## src/rtl/xorn_pkg.sv

```systemverilog
// Shared encodings for the xorn_accum block: operation modes and output-stage states.
package xorn_pkg;

  typedef enum logic [1:0] {
    MODE_XOR  = 2'b00,
    MODE_XNOR = 2'b01,
    MODE_ACC  = 2'b10,
    MODE_LOAD = 2'b11
  } mode_e;

  typedef enum logic {
    ST_EMPTY = 1'b0,
    ST_FULL  = 1'b1
  } state_e;

endpackage

```

## src/rtl/xor_gate.sv

```systemverilog
// Single-bit XOR cell; the xorn_accum datapath is built from arrays of these.
module xor_gate (
  input  logic a,
  input  logic b,
  output logic y
);

  assign y = a ^ b;

endmodule

```

## src/rtl/xorn_accum.sv

```systemverilog
// XOR/XNOR/accumulate unit with a one-entry ready/valid output stage.
// Optional registered parity output is enabled by defining XORN_PARITY_EN.
module xorn_accum
  import xorn_pkg::*;
#(
  parameter int WIDTH = 8,
  parameter int CNTW  = 8
) (
  input  logic             clk,
  input  logic             rst,
  input  logic             in_valid,
  output logic             in_ready,
  input  logic [1:0]       mode,
  input  logic [WIDTH-1:0] in1,
  input  logic [WIDTH-1:0] in2,
  input  logic             clr,
  output logic             out_valid,
  input  logic             out_ready,
  output logic [WIDTH-1:0] out,
`ifdef XORN_PARITY_EN
  output logic             parity,
`endif
  output logic [CNTW-1:0]  cnt
);

  function automatic logic [CNTW-1:0] sat_inc(input logic [CNTW-1:0] v);
    if (v == {CNTW{1'b1}}) return v;
    return v + CNTW'(1);
  endfunction

  state_e           r_state;
  logic [WIDTH-1:0] r_out;
  logic [WIDTH-1:0] r_acc;
  logic [CNTW-1:0]  r_cnt;

  mode_e            w_mode;
  logic             w_accept;
  logic [WIDTH-1:0] w_acc_base;
  logic [WIDTH-1:0] w_x;
  logic [WIDTH-1:0] w_accv;
  logic [WIDTH-1:0] w_res;

  assign w_mode   = mode_e'(mode);
  assign in_ready = (r_state == ST_EMPTY) || out_ready;
  assign w_accept = in_valid && in_ready;

  // A coincident clear makes the accumulate start from zero, so clr+ACC folds into an empty acc.
  assign w_acc_base = clr ? '0 : r_acc;

  for (genvar i = 0; i < WIDTH; i++) begin : g_bit
    xor_gate u_op  (.a(in1[i]),        .b(in2[i]), .y(w_x[i]));
    xor_gate u_acc (.a(w_acc_base[i]), .b(w_x[i]), .y(w_accv[i]));
  end

  always_comb begin
    w_res = w_x;
    case (w_mode)
      MODE_XNOR: w_res = ~w_x;
      MODE_ACC:  w_res = w_accv;
      default:   w_res = w_x;
    endcase
  end

  always_ff @(posedge clk or posedge rst) begin
    if (rst) begin
      r_state <= ST_EMPTY;
      r_out   <= '0;
      r_acc   <= '0;
      r_cnt   <= '0;
    end else begin
      if (w_accept) begin
        r_state <= ST_FULL;
        r_out   <= w_res;
      end else if (out_ready) begin
        r_state <= ST_EMPTY;
      end

      if (w_accept && w_mode == MODE_LOAD) begin
        r_acc <= w_x;
        r_cnt <= CNTW'(1);
      end else if (w_accept && w_mode == MODE_ACC) begin
        r_acc <= w_accv;
        r_cnt <= clr ? CNTW'(1) : sat_inc(r_cnt);
      end else if (clr) begin
        r_acc <= '0;
        r_cnt <= '0;
      end
    end
  end

`ifdef XORN_PARITY_EN
  logic r_parity;

  always_ff @(posedge clk or posedge rst) begin
    if (rst)           r_parity <= 1'b0;
    else if (w_accept) r_parity <= ^w_res;
  end

  assign parity = r_parity;
`endif

  assign out_valid = (r_state == ST_FULL);
  assign out       = r_out;
  assign cnt       = r_cnt;

endmodule

```

## config.mk

```make
export PLATFORM = sky130hd
export DESIGN_NAME = xorn_accum
export DESIGN_NICKNAME = d
export VERILOG_FILES = /design/src/rtl/xorn_pkg.sv /design/src/rtl/xor_gate.sv /design/src/rtl/xorn_accum.sv
export SDC_FILE = /design/constraint.sdc
export NUM_CORES = 1
export LEC_CHECK = 0
export ABC_AREA = 0
export CELL_PAD_IN_SITES_DETAIL_PLACEMENT = 2
export CELL_PAD_IN_SITES_GLOBAL_PLACEMENT = 2
export CORE_UTILIZATION = 30
export DETAILED_ROUTE_END_ITERATION = 10
export GPL_ROUTABILITY_DRIVEN = 0
export GPL_TIMING_DRIVEN = 1
export PLACE_DENSITY_LB_ADDON = 0.25
export SYNTH_ARGS = -nofsm -noshare
export SYNTH_HDL_FRONTEND = slang
export SYNTH_HIERARCHICAL = 1
export SYNTH_SLANG_ARGS = --single-unit
```

## constraint.sdc

```tcl
create_clock -name clk -period 4.05 [get_ports clk]
set_input_delay 0.405 -clock clk [delete_from_list [all_inputs] [get_ports clk]]
set_output_delay 0.405 -clock clk [all_outputs]
set_load 0.005 [all_outputs]
```

# Word level (Yosys, flattened, before mapping)
# Index checks and enable logic that the tools add are counted.
# op_classes
add_sub_neg	1
n_mul	0
div	0
order_cmp	0
n_eq_ne	5
n_shift	0
n_mux	14
bitwise_logic	18
n_reduce_logical	7
# ops
op	count
$mux 8	8
$pmux 8 s2	1
$xor 1x1->1	16
$add 8x1->8 const B	1
$eq 8x8->1 const B	1
$not 8->8	1
$mux 1	5
$eq 2x2->1 const B	2
$ne 4x4->1 const B	1
$logic_and 1x1->1	3
$reduce_bool 3->1	1
$eq 2x1->1 const B	1
$reduce_and 2->1	1
$reduce_bool 2->1	1
$logic_or 1x1->1	1
$not 1->1	1
# word_totals
register_bits	25
latchBits	0
ramBits	0
mem_bits_ro	0
inputBits	23
out_inout_bits	18
wordCells	49
memories	0

# Depth between registers and ports, before layout
# logic_depth
ltp_word	10
depth_mapped	7
ltp_nobuf	6

# Hierarchy
# Netlist, hierarchy kept.
# modules_own_cells
mod	n_inst	cells_per_inst	area_per_inst_um2	seq_area_each_um2
xorn_accum	1	166	1478.9	625.6
xor_gate	16	1	8.8	0.0

# Worst setup path before layout
# OpenSTA, ideal clock, no wires.
# synth_path
kind	register -> register
start	reg r_cnt[0], in the netlist cnt[0]
end	reg r_cnt[7], in the netlist cnt[7]
setup_time_ps	126
arrival_ps	1429
required_ps	3924
setup_slack_ps	2495
path_stages_with_launch	6
path_buffers	0
synth_period_minus_slack_ps	1555
path_cell_list	dfrtp_1 ha_1 nand3_1 nor2_4 o211a_4 a221o_1
# synth_between
elab_chain_cells	6
elab_cells_between_ends	11
classes_between	add/sub (1); eq/ne (2); mux (7); reduce/logical (1)
# synth_rtl
item	line_no	text
start, declared	xorn_accum.sv:34	logic [CNTW-1:0] r_cnt;
start signal, assigned	xorn_accum.sv:83	r_cnt <= clr ? CNTW'(1) : sat_inc(r_cnt);
parallel branches: the longest is 6 deep, another holds $add 8x1->8	--	
# Parallel ways; which one is timed is not known. The select of a mux whose other input is x is not followed.
# A chain may end at the register's enable or synchronous reset.

# Worst setup path in the final report
# layout_path
start	in mode[1]
end	reg r_cnt[7], in the netlist cnt[7]
# layout_between
elab_chain_cells	4
elab_cells_between_ends	9
classes_between	eq/ne (3); mux (2); reduce/logical (4)
# layout_rtl
item	line_no	text
start, declared	xorn_accum.sv:13	input logic [1:0] mode,
$eq 2x2->1 (on tied branches)	xorn_accum.sv:78, xorn_accum.sv:81	
$logic_and 1x1->1 (on tied branches)	xorn_accum.sv:78, xorn_accum.sv:81	
$ne 4x4->1 (no line) (tied with other cells)	--	
$reduce_and 2->1 (no line) / $mux 8 (equally long branches)	--	
# Several ways; a longest one is shown, not always the timed one.

==> flow_summary.toml <==
[clock_network]
hold_buffers = 0
ctsResizeCount = 0
cts_tree = "done"
clock_latency_ps = 280
clock_path_buffers = 2
post_cts_buffers = 0
numClockSinks = 25
h-tree-depth = 1
numCtsBuffers = 3
cts_root_buf = "clkbuf_8"
clk_pin_slew_ps = 100

[yosys]
syn_inst = 182
synth_top_area_frac = 0.386
synth_flop_cell = "dfrtp_1"
synthTopCellsByArea = "dfrtp_1, xor2_1, a21oi_1"
syn-num-nets = 209
ys_async_sr_fraction = 1.00
synth_edf_count = 0
yosys.cell_types.count = 35
ys_ff_latch = 25
synthesis.area_um2 = 1620
synth_warnings = 6
synth_top_area_cell = "dfrtp_1"
ys_seq_area_frac = 0.386
syn_avg_cell_area_um2 = 8.90

[placed_design]
place_inst = 283
port_buffers = 40
hpwl_mm = 3.65

[grt]
grt.overflow.total = 0
grt_usage = 0.188
grt_max_degree = 26
grt_pass1_wl_mm = 7.95
antenna_found_initial = 0
grt_pass1_vias = 1665

[power_and_ir_drop]
switchingPower_mw = 0.185
p_int_mw = 0.434
p_leak_nw = 0.905
power_frac_comb = 0.282
power.total_mw = 0.619
pwr-share-seq = 0.464
pwr_density_cell_nw_per_um2 = 294
sw_frac_of_total = 0.298
vdd.ir_drop.worst_mv = 0.124
clkPwrFrac = 0.254

[worst_hold_path]
hold_path_class = "flip-flop to flip-flop"
holdPathStages = 2

[detailed_routing]
wire_per_inst_um = 16.5
first_pass_iters = 2
routed_wl_mm = 4.74
drcViolationCount = 0
postRouteAntennaNets = 0
drt_iter0_drc = 55
vias = 1498
avgViaCountPerCell = 5.22

[final_layout]
diodes = 0
layout.nets = 245
fillers = 593
drive_above_1_share = 0.0645
utilization = 0.409
syn2layout_area_growth_pct = 30.0
final_cells = 287

[sta]
slew_violations = 0
setup_viol = 0
fin_crit_sh = 0.549
tightest_slew_ps = 1040
holdWs_ps = 493
slew_headroom = 0.303
fin_setup_tns_ps = 0
fmax_mhz = 450
fin_crit_ps = 2220
fin_skew_ps = 10.9
hold_violations = 0
rsz0062_at_grt = "false"

[setup_path]
rr_worst_depth = 4
worstSetupStartpointType = "input port"
crit_path_end_kind = "flip-flop"
crit_fanout = 14
crit_type = "input port to flip-flop"
arrival_ps = 2380
worstPathRequired_ps = 4210

[die]
initial_core_util = 0.315
row_count = 26
dieArea_um2 = 5690
io-pin-count = 41
die_h_um = 75.5
core_area_um2 = 5140
dieWidth_um = 75.5

[job]
max_cap_viol_count = 0

[run_status]
status = "finished clean"
-- critical path, cell delays in order --
cell and delay [ps]:
clkdlybuf4s50_1 530, ha_1 270, nand3_1 450, o211a_4 370
a221o_1 350
-- registers in the layout, indices dropped and copies added, names as in the netlist --
register   cells
cnt            8
out            8
out_valid      1
r_acc          8
-- worst paths after layout --
kind / startpoint / endpoint / slack (ps)
max: mode[1] / cnt[7] / 1830
min: out[5] / out[5] / 490
max reg2reg: out_valid / cnt[7] / 2100
min reg2reg: out[5] / out[5] / 490
max in group asynchronous: rst / cnt[5] / 2740
min in group asynchronous: rst / r_acc[5] / 670
-- routing by layer --
metal | global-route usage | routed length [um]
met1 | 0.207 | 1910
met2 | 0.378 | 2680
met3 | 0.0251 | 129
met4 | 0.0432 | 29
met5 | 0 | 0
-- cell usage in the layout, fill, tap and decap left out, types with 2 or more instances in the layout --
cell / netlist / routed
clkdlybuf4s50_1: 0 / 40
dfrtp_1: 25 / 25
a21oi_1: 22 / 22
nand2_1: 20 / 20
xor2_1: 16 / 16
o21ai_0: 13 / 13
nor2_1: 10 / 10
nand2b_1: 9 / 9
nor2b_1: 9 / 9
mux2i_1: 6 / 6
nand3_1: 5 / 5
inv_1: 5 / 5
ha_1: 4 / 4
nor4_1: 3 / 3
nor3_1: 3 / 3
a211o_2: 3 / 3
clkbuf_8: 0 / 3
nand4_1: 2 / 2
a2bb2oi_1: 2 / 2
a22oi_1: 2 / 2
nor3b_1: 2 / 2
-- final cells by class --
type | count | area, um^2 | area share
Clock buffer | 4 | 45.0 | 0.0214
Inverter | 5 | 18.8 | 0.00892
Sequential cell | 25 | 626 | 0.297
Tap cell | 70 | 87.6 | 0.0416
Timing Repair Buffer | 40 | 400 | 0.190
Multi-Input combinational cell | 143 | 927 | 0.441
-- metrics by stage --
stage / setup WS (ps) / instance area [um^2]
CTS: 1810 / 2100
detailed placement: 1540 / 2060
global route: 1660 / 2100
global placement: 1670 / 2060
floorplan: 2500 / 1620
finish: 1830 / 2100
-- cells by family (layout without fill, tap and decap cells) --
| kind of cell | Yosys count | count (layout) | share of synthesized area |
|---|---|---|---|
| adders and majority gates | 4 | 4 | 0.0309 |
| muxes | 7 | 7 | 0.0441 |
| and+or+nand+nor | 68 | 68 | 0.223 |
| xor gates and xnor gates | 16 | 16 | 0.0866 |
| AOI/OAI and AO/OA | 48 | 48 | 0.188 |
| buffers and inverters | 14 | 49 | 0.0410 |
| DFF | 25 | 25 | 0.386 |
-- power by group through the flow --
stage	combinational, mW	sequential [mW]	clock, mW
after floorplan	0.0919	0.291	0
after detailed placement	0.177	0.293	0
after global routing	0.195	0.290	0.177
after CTS	0.179	0.288	0.164
final	0.175	0.287	0.157
after global placement	0.169	0.290	0
-- Yosys cell counts (2+ instances only) --
library cell  count
nand2_1          20
dfrtp_1          25
nand4_1           2
clkbuf_1          5
mux2i_1           6
buf_2             2
xor2_1           16
nor4_1            3
a21oi_1          22
nor3b_1           2
a22oi_1           2
a211o_2           3
inv_1             5
ha_1              4
nor2_1           10
nand2b_1          9
o21ai_0          13
nand3_1           5
nor2b_1           9
nor3_1            3
a2bb2oi_1         2
(Power assumes the default switching activity.)
